File: src/rtl/pix_v1_hit_readout.sv
// HIT time-stamping for one sequencer measurement window, with a small result FIFO.
// Define HIT_READOUT_DROP_COUNT_EN to add the saturating dropped_count output.
module pix_v1_hit_readout #(
    parameter int unsigned TIME_WIDTH = 10,
    parameter int unsigned FIFO_DEPTH = 4
) (
    input  logic                          clk,
    input  logic                          _reset,
    input  logic                          measure_flag,
    input  logic                          HIT,
    output logic [2*TIME_WIDTH+4:0]       data_out,
    output logic                          data_valid,
    input  logic                          data_ready,
    output logic [$clog2(FIFO_DEPTH):0]   fifo_count,
    output logic                          busy
`ifdef HIT_READOUT_DROP_COUNT_EN
    ,
    output logic [7:0]                    dropped_count
`endif
);

    localparam int unsigned WordWidth = 2 * TIME_WIDTH + 5;
    localparam int unsigned PtrWidth  = $clog2(FIFO_DEPTH);
    localparam logic [PtrWidth:0] DepthCount = FIFO_DEPTH[PtrWidth:0];

    typedef enum logic [1:0] {StIdle, StArmed, StStore} state_e;

    state_e                state_q, state_d;
    logic                  hit_meta, hit_s, hit_d;
    logic                  rise, fall;
    logic [TIME_WIDTH-1:0] cnt_q, cnt_d, lead_q, lead_d, trail_q, trail_d;
    logic [3:0]            hits_q, hits_d;
    logic                  seen_q, seen_d;
    logic                  push_req, push, pop, full;
    logic [WordWidth-1:0]  word;
    logic [WordWidth-1:0]  mem [FIFO_DEPTH];
    logic [PtrWidth-1:0]   wr_ptr, rd_ptr;
    logic [PtrWidth:0]     count_q;

    assign rise = hit_s & ~hit_d;
    assign fall = ~hit_s & hit_d;

    always_ff @(posedge clk or negedge _reset) begin
        if (!_reset) begin
            hit_meta <= 1'b0;
            hit_s    <= 1'b0;
            hit_d    <= 1'b0;
            state_q  <= StIdle;
            cnt_q    <= '0;
            lead_q   <= '0;
            trail_q  <= '0;
            hits_q   <= '0;
            seen_q   <= 1'b0;
        end else begin
            hit_meta <= HIT;
            hit_s    <= hit_meta;
            hit_d    <= hit_s;
            state_q  <= state_d;
            cnt_q    <= cnt_d;
            lead_q   <= lead_d;
            trail_q  <= trail_d;
            hits_q   <= hits_d;
            seen_q   <= seen_d;
        end
    end

    always_comb begin
        state_d  = state_q;
        cnt_d    = cnt_q;
        lead_d   = lead_q;
        trail_d  = trail_q;
        hits_d   = hits_q;
        seen_d   = seen_q;
        push_req = 1'b0;
        word     = '0;
        unique case (state_q)
            StIdle: begin
                cnt_d   = '0;
                lead_d  = '0;
                trail_d = '0;
                hits_d  = '0;
                seen_d  = 1'b0;
                if (measure_flag) state_d = StArmed;
            end
            StArmed: begin
                if (cnt_q != {TIME_WIDTH{1'b1}}) cnt_d = cnt_q + 1'b1;
                if (rise) begin
                    if (!seen_q) lead_d = cnt_q;
                    seen_d = 1'b1;
                    if (hits_q != 4'hf) hits_d = hits_q + 4'd1;
                end else if (fall && seen_q) begin
                    trail_d = cnt_q;
                end
                if (!measure_flag) state_d = StStore;
            end
            StStore: begin
                push_req = 1'b1;
                // hit_d here is hit_s from the last ARMED cycle
                if (seen_q) begin
                    word = {hits_q, 1'b0, lead_q, hit_d ? {TIME_WIDTH{1'b1}} : trail_q};
                end else begin
                    word = {4'd0, 1'b1, {(2 * TIME_WIDTH){1'b0}}};
                end
                state_d = StIdle;
            end
            default: state_d = StIdle;
        endcase
    end

    assign busy       = (state_q != StIdle);
    assign data_valid = (count_q != '0);
    assign fifo_count = count_q;
    assign full       = (count_q == DepthCount);
    assign pop        = data_valid & data_ready;
    assign push       = push_req & (~full | pop);
    assign data_out   = data_valid ? mem[rd_ptr] : '0;

    always_ff @(posedge clk) begin
        if (push) mem[wr_ptr] <= word;
    end

    always_ff @(posedge clk or negedge _reset) begin
        if (!_reset) begin
            wr_ptr  <= '0;
            rd_ptr  <= '0;
            count_q <= '0;
        end else begin
            if (push) wr_ptr <= wr_ptr + 1'b1;
            if (pop) rd_ptr <= rd_ptr + 1'b1;
            unique case ({push, pop})
                2'b10:   count_q <= count_q + 1'b1;
                2'b01:   count_q <= count_q - 1'b1;
                default: count_q <= count_q;
            endcase
        end
    end

`ifdef HIT_READOUT_DROP_COUNT_EN
    logic drop;
    assign drop = push_req & full & ~pop;

    always_ff @(posedge clk or negedge _reset) begin
        if (!_reset) begin
            dropped_count <= '0;
        end else if (drop && (dropped_count != 8'hff)) begin
            dropped_count <= dropped_count + 8'd1;
        end
    end
`endif

endmodule

File: config.mk
export PLATFORM = sky130hd
export DESIGN_NAME = pix_v1_hit_readout
export DESIGN_NICKNAME = d
export VERILOG_FILES = /design/src/rtl/pix_v1_hit_readout.sv
export SDC_FILE = /design/constraint.sdc
export NUM_CORES = 1
export LEC_CHECK = 0
export BUFFER_PORTS_ARGS = -buffer_cell sky130_fd_sc_hd__buf_2
export CAP_MARGIN = 15
export CORE_UTILIZATION = 50
export CTS_CLUSTER_SIZE = 12
export DETAILED_ROUTE_END_ITERATION = 7
export PLACE_DENSITY = 0.67
export SYNTH_ARGS = -nofsm -noshare
export SYNTH_HDL_FRONTEND = slang
export SYNTH_SLANG_ARGS = --single-unit
File: constraint.sdc
create_clock -name clk -period 3.6 [get_ports clk]
set_input_delay 0.36 -clock clk [delete_from_list [all_inputs] [get_ports clk]]
set_output_delay 0.36 -clock clk [all_outputs]
set_load 0.02 [all_outputs]
Word-level counts from Yosys, hierarchy flattened --
Memories as Yosys holds them, arrays and structs flattened. Index checks and enable logic that the tools add are counted.
Operators by class: order comparisons 0, reduce and logical (&&, ||, !) cells 12, muxes and demuxes 24, add/subtract/negate cells 6, $mul 0, shift operators 0, equality and inequality tests 15, div/mod/pow operators 0, bitwise operators 8
Operators by type and width (count):
- $mux W25 | 3
- $mux W10 | 6
- $pmux W10 S2 | 3
- $ne A2 B2 Y1 const B | 8
- $add A10 B1 Y10 const B | 1
- $ne A10 B10 Y1 const B | 1
- $reduce_and A3 Y1 | 3
- $mux W4 | 2
- $pmux W4 S2 | 1
- $pmux W3 S2 | 1
- $reduce_and A2 Y1 | 3
- $reduce_bool A2 Y1 | 3
- $add A2 B1 Y2 const B | 2
- $add A4 B1 Y4 const B | 1
- $and A1 B1 Y1 | 4
- $eq A2 B1 Y1 const B | 2
- $eq A2 B2 Y1 const B | 2
- $mux W1 | 4
- $mux W2 | 2
- $ne A4 B4 Y1 const B | 1
- $pmux W2 S2 | 1
- $add A3 B1 Y3 const B | 1
- $eq A3 B3 Y1 const B | 1
- $not A1 Y1 | 3
- other kinds (6) | 6
Storage, ports and cells: word-level logic and storage cells 78, memories 1, RAM bits 100, register bits after elaboration 47, bits of input ports 5, memory bits (read-only) 0, bits in latches 0
Memory list:
- mem | depth 4, bits a word 25, rd ports 1, clocked after Yosys merged registers in 0, wr ports 1, RTL line 36 | logic [WordWidth-1:0] mem [FIFO_DEPTH];

Longest topological paths before layout --
depth after elaboration 6, depth in mapped cells 10, gate-level depth less buffers 9

Worst setup path after synthesis --
OpenSTA, ideal clock, no wires.
path kind register -> register, start point register count_q[0] (netlist: fifo_count[0]), end point register count_q[2] (netlist: fifo_count[2]), setup slack 1.524 ns, arrival time 1.944 ns, library setup time 0.132 ns, stages on the path, launching flop included 10, data required time 3.468 ns, path through dfrtp_1 or3_1 clkbuf_1 and2_1 ha_1 inv_1 fa_1 xor2_1 nor2_1 xor2_1
On the way: word-level cells in the longest chain between the ends 6, elaborated cells between the ends (all ways) 12, those cells by class add/sub: 2; eq/ne: 3; mux: 1; bitwise: 4; reduce/logical: 2
Ends and longest elaborated chain:
- start: declaration | RTL line 38 | logic [PtrWidth:0] count_q;
- start signal: assignment | RTL line 131 | 2'b10: count_q <= count_q + 1'b1;
- start signal: assignment | RTL line 132 | 2'b01: count_q <= count_q - 1'b1;
- start signal: assignment | RTL line 133 | default: count_q <= count_q;
- $reduce_bool A3 Y1 (*) | RTL line 111 | assign data_valid = (count_q != '0);
- $and A1 B1 Y1 (*) | RTL line 114 | assign pop = data_valid & data_ready;
- net pop | RTL line 34 | logic push_req, push, pop, full;
- $or A1 B1 Y1 | RTL line 115 | assign push = push_req & (~full | pop);
- $and A1 B1 Y1 | RTL line 115
- $eq A2 B1 Y1 or $eq A2 B2 Y1 (tied branches) | RTL line 130 | unique case ({push, pop})
- $pmux W3 S2 or $reduce_bool A2 Y1 (tied branches)
Mark *: on every way through the listed nets, which the timed path passes. The rest lies on a longest branch. A chain may end at the register's enable or synchronous reset.

Final worst setup path --
start point register rd_ptr[0], end point output data_out[16]
On the way: word-level cells in the longest chain between the ends 2
Ends and longest elaborated chain:
- start: declaration | RTL line 37 | logic [PtrWidth-1:0] wr_ptr, rd_ptr;
- start signal: assignment | RTL line 129 | if (pop) rd_ptr <= rd_ptr + 1'b1;
- $mem_v2 Z4 W25
- $mux W25 | RTL line 116 | assign data_out = data_valid ? mem[rd_ptr] : '0;
- end: declaration | RTL line 11 | output logic [2*TIME_WIDTH+4:0] data_out,
No other way between the ends.

==> run summary <==
The tools report the total number of H-tree levels as 4. Of the post-synthesis cell area, the dominant cell type holds 49.6%. The clock passes through at most 2 buffers.

The synthesized design contains 100 enable-type register cells. In the final layout, the share of cells above drive strength 1 is 24.4%. Count of synthesis-stage warnings from yosys: 0.

The number of nets handed over by synthesis was 385. The first detailed-routing pass took 6 iterations. The worst hold path begins at HIT. The flow ran to the end, but the final reports show violations. The area growth from synthesis to layout was 15.6%; the largest net degree at the start of global routing was 48.

Classification of the worst setup path: register to output port. The net switching share of the total power came out at 29.7%. Synthesis produced a netlist whose cell count is 372. The worst register-to-register path begins at state_q[1].

The largest fanout on the critical path was 21. The uppermost metal layer occupied by signal nets is met4. Clock tree synthesis inserted a total of 17 buffers. Number of standard cells in the layout, taps in and fillers out: 570. The run gives 0 as the total count of hold-check failures in the final report.

The cell taking the most area after synthesis was edfxtp_1. The run gives 208 as the number of violations reported at the end of detailed-routing iteration 0. The detailed-route wire length is 10.4 mm. In the global route stage, overall resource usage came out at 18.2%. Static timing analysis puts the maximum clock frequency at 0.389 GHz. The number of placed instances, taps included, is 536.

Predominant post-synthesis flop cell: edfxtp_1. In this run the tool buffered the top-level ports with 34 buffer cells. The number of max-slew violations in the final report is 0, and the power per cell area is 722 nW/µm². Across the run, the number of max-cap violations was 0. The sequential share of the synthesized area was 69.0%. A synthesized cell averages 16.3 µm². Summed over all nets, wire length on met2 after detailed routing comes to 5.34 mm.

In this run the standard cell core region covers 11600 µm². The final weighted congestion in routability-driven placement is 0.773, and the sequential share of power is 39.8%. For this design the static power due to leakage is 0.00266 µW. The mapped netlist covers 6060 µm². For this design the total switching power over the nets is 1500 µW. TritonCTS built the clock tree. The root buffer cell is clkbuf_16.

Data on the critical path arrives at its endpoint at 2.21 ns. Final number of setup-violating endpoints: 0. In the synthesized netlist the async set-or-reset flop fraction comes to 32.0%.

The die extent in x was 112 µm; the number of clock sinks was 147. The checks that failed: design-rule violations. The internal power contribution came out at 3560 µW. The buffer count from post-CTS setup fixing came out at 0. Once the floorplan was initialized, standard cells occupied 52.2% of the core. The period utilization is 71.4%, and the clock insertion delay at the later pin of the skew report is 0.41 ns. The ratio of routed vias to standard cells was 5.66; the worst clock skew on the final layout was 0.0109 ns.

In this run the remaining antenna-violating nets after routing total 0. The first-pass GRT wire length is 16.9 mm, and the wire length per cell is 18.2 µm. For the via count of the first global-routing pass, the log shows 3179.

The tools report the count of antenna diodes in the layout as 0. Wire segments on met3 add up to 365 µm in the final route. The tools report the residual overflow from global routing as 0.

For the setup TNS after final layout, the log shows 0 ns. In this run the vertical extent of the chip is 112 µm. For the pin with the worst max-slew slack, the measured transition is 0.832 ns. In this run, distinct cell masters in the synthesized netlist total 44.

Synthesis inferred 147 register bits. The class of the worst hold path was input port to register. The worst slew margin relative to its limit is 44.3%.

STA classifies the critical path endpoint as an output port. The logs give 3.24 ns for the required time at the worst-slack endpoint and 391 µV for the worst voltage drop across the vdd grid. The post-route DRC violation count came out at 1. The kind of start point of the critical path is a register. Setup repair after global routing left no endpoint under its margin. The run gives 35 as the I/O pin total. In this run, the clock network consumes 33.5% of the power.

Launch point of the critical path: rd_ptr[0]. The final layout contains 427 nets. The detailed router put a total of 4.53 mm of wire on met1. The initial antenna violation count is 0. The die covers 12600 µm². The post-layout minimum cycle time was 2.57 ns; the portion of total power attributed to combinational logic was 26.7%. The number of gates resized after CTS was 0.

For the HPWL after detailed placement, the log shows 6.43 mm. Clock-pin slew was measured on the worst setup and hold paths at 0.06 ns. The number of vias in the routed layout was 3227. By area the synthesized netlist is led by edfxtp_1, dfrtp_1, mux4_2. The placement row count was 39.
critical path: stages (launching register included):
cell,delay [ns]
dfrtp_1,0.65
buf_12,0.29
mux4_2,0.53
and2_1,0.17
buf_2,0.15
stage by stage:
stage	hold slack (ns)	instance area, µm²	setup WS, ns	utilization (%)	total power (µW)
after global placement	0.344	6380	1.40	55.0	3400
after CTS	0.0405	6960	0.991	60.0	5110
final	0.0560	7000	1.03	60.3	5060
after floorplan	0.0644	6060	1.52	-	3020
after detailed placement	0.361	6380	1.31	55.0	3430
after global routing	0.0426	7000	0.921	60.3	5280
synthesized netlist by cell type, drive strengths merged (2+ instances only):
library cell	n
clkbuf	13
mux4	25
a21oi	2
dfrtp	47
nor4	2
xor2	6
a21o	3
nor3	3
a22o	21
buf	8
edfxtp	100
xnor2	3
o31a	2
nand2	9
o21a	11
ha	7
o21ai	3
nand2b	2
and2	44
or4	2
nor2	17
o22a	5
nand4	2
nand3	11
inv	11
layer usage:
metal	vias up	GRT usage [%]
met3	11	4.16
met1	1647	23.3
met2	71	30.3
met4	0	7.47
met5	-	0
li1	1498	-
power by group through the flow:
| stage | Combinational, µW | Sequential, µW | Clock, µW |
|---|---|---|---|
| floorplan | 1020 | 2000 | 0 |
| global placement | 1360 | 2040 | 0 |
| detailed placement | 1380 | 2050 | 0 |
| CTS | 1380 | 2020 | 1710 |
| global route | 1470 | 2030 | 1780 |
| finish | 1350 | 2010 | 1690 |
timing repair:
item | 4_1_cts | 5_1_grt
hold endpoints to repair | 0 | 22
endpoints found under the setup margin | 0 | 0
hold buffers | 0 | 1
layout by cell type, fill, tap and decap left out, types with 2 or more instances in the layout:
master	count
mux4_2	25
xor2_1	6
inv_1	11
dfrtp_1	47
clkinv_2	3
clkbuf_16	17
o21a_1	11
buf_2	34
nor2_2	2
inv_6	2
nor2_1	15
xnor2_1	3
buf_4	7
o31a_1	2
o22a_1	5
or4_1	2
o21ai_0	3
nor4_1	2
and2_1	44
a22o_1	21
bufinv_16	2
ha_1	7
clkbuf_1	2
clkinvlp_4	4
a21oi_1	2
nor3_1	2
nand3_1	11
edfxtp_1	100
a21o_1	3
nand2b_1	2
nand2_1	9
cells by family after synthesis:
logic type	Yosys count	synth area share, %
and+or+nand+nor	99	9.44
muxes	26	9.48
xor gates and xnor gates	9	1.30
DFF	147	69.0
AOI/OAI and AO/OA	51	6.77
buffers and inverters	32	2.25
adders and majority gates	8	1.78
path summary, 6_finish.rpt:
| check | to | slack, ns | depth (start not counted) |
|---|---|---|---|
| max | data_out[16] | 1.03 | 4 |
| min | hit_meta | 0.06 | 1 |
| max reg2reg | fifo_count[2] | 1.29 | 9 |
| min reg2reg | hit_s | 0.38 | 0 |
| max in group asynchronous | trail_q[7] | 2.61 | 3 |
| min in group asynchronous | hits_q[2] | 0.47 | 2 |
final cells by class:
type | instances | area [µm²]
Multi-Input combinational cell | 193 | 1740
Inverter | 11 | 41.3
Sequential cell | 147 | 4180
Fill cell | 875 | 4610
Clock buffer | 20 | 447
Timing Repair Buffer | 44 | 280
Tap cell | 143 | 179
Clock inverter | 12 | 131
flip-flops by register name (all words and copies together), names as in the netlist, 3 cells and up:
name and count:
cnt_q 10, lead_q 10, fifo_count 3, trail_q 10, mem 100, hits_q 4
(Power assumes the default switching activity.)
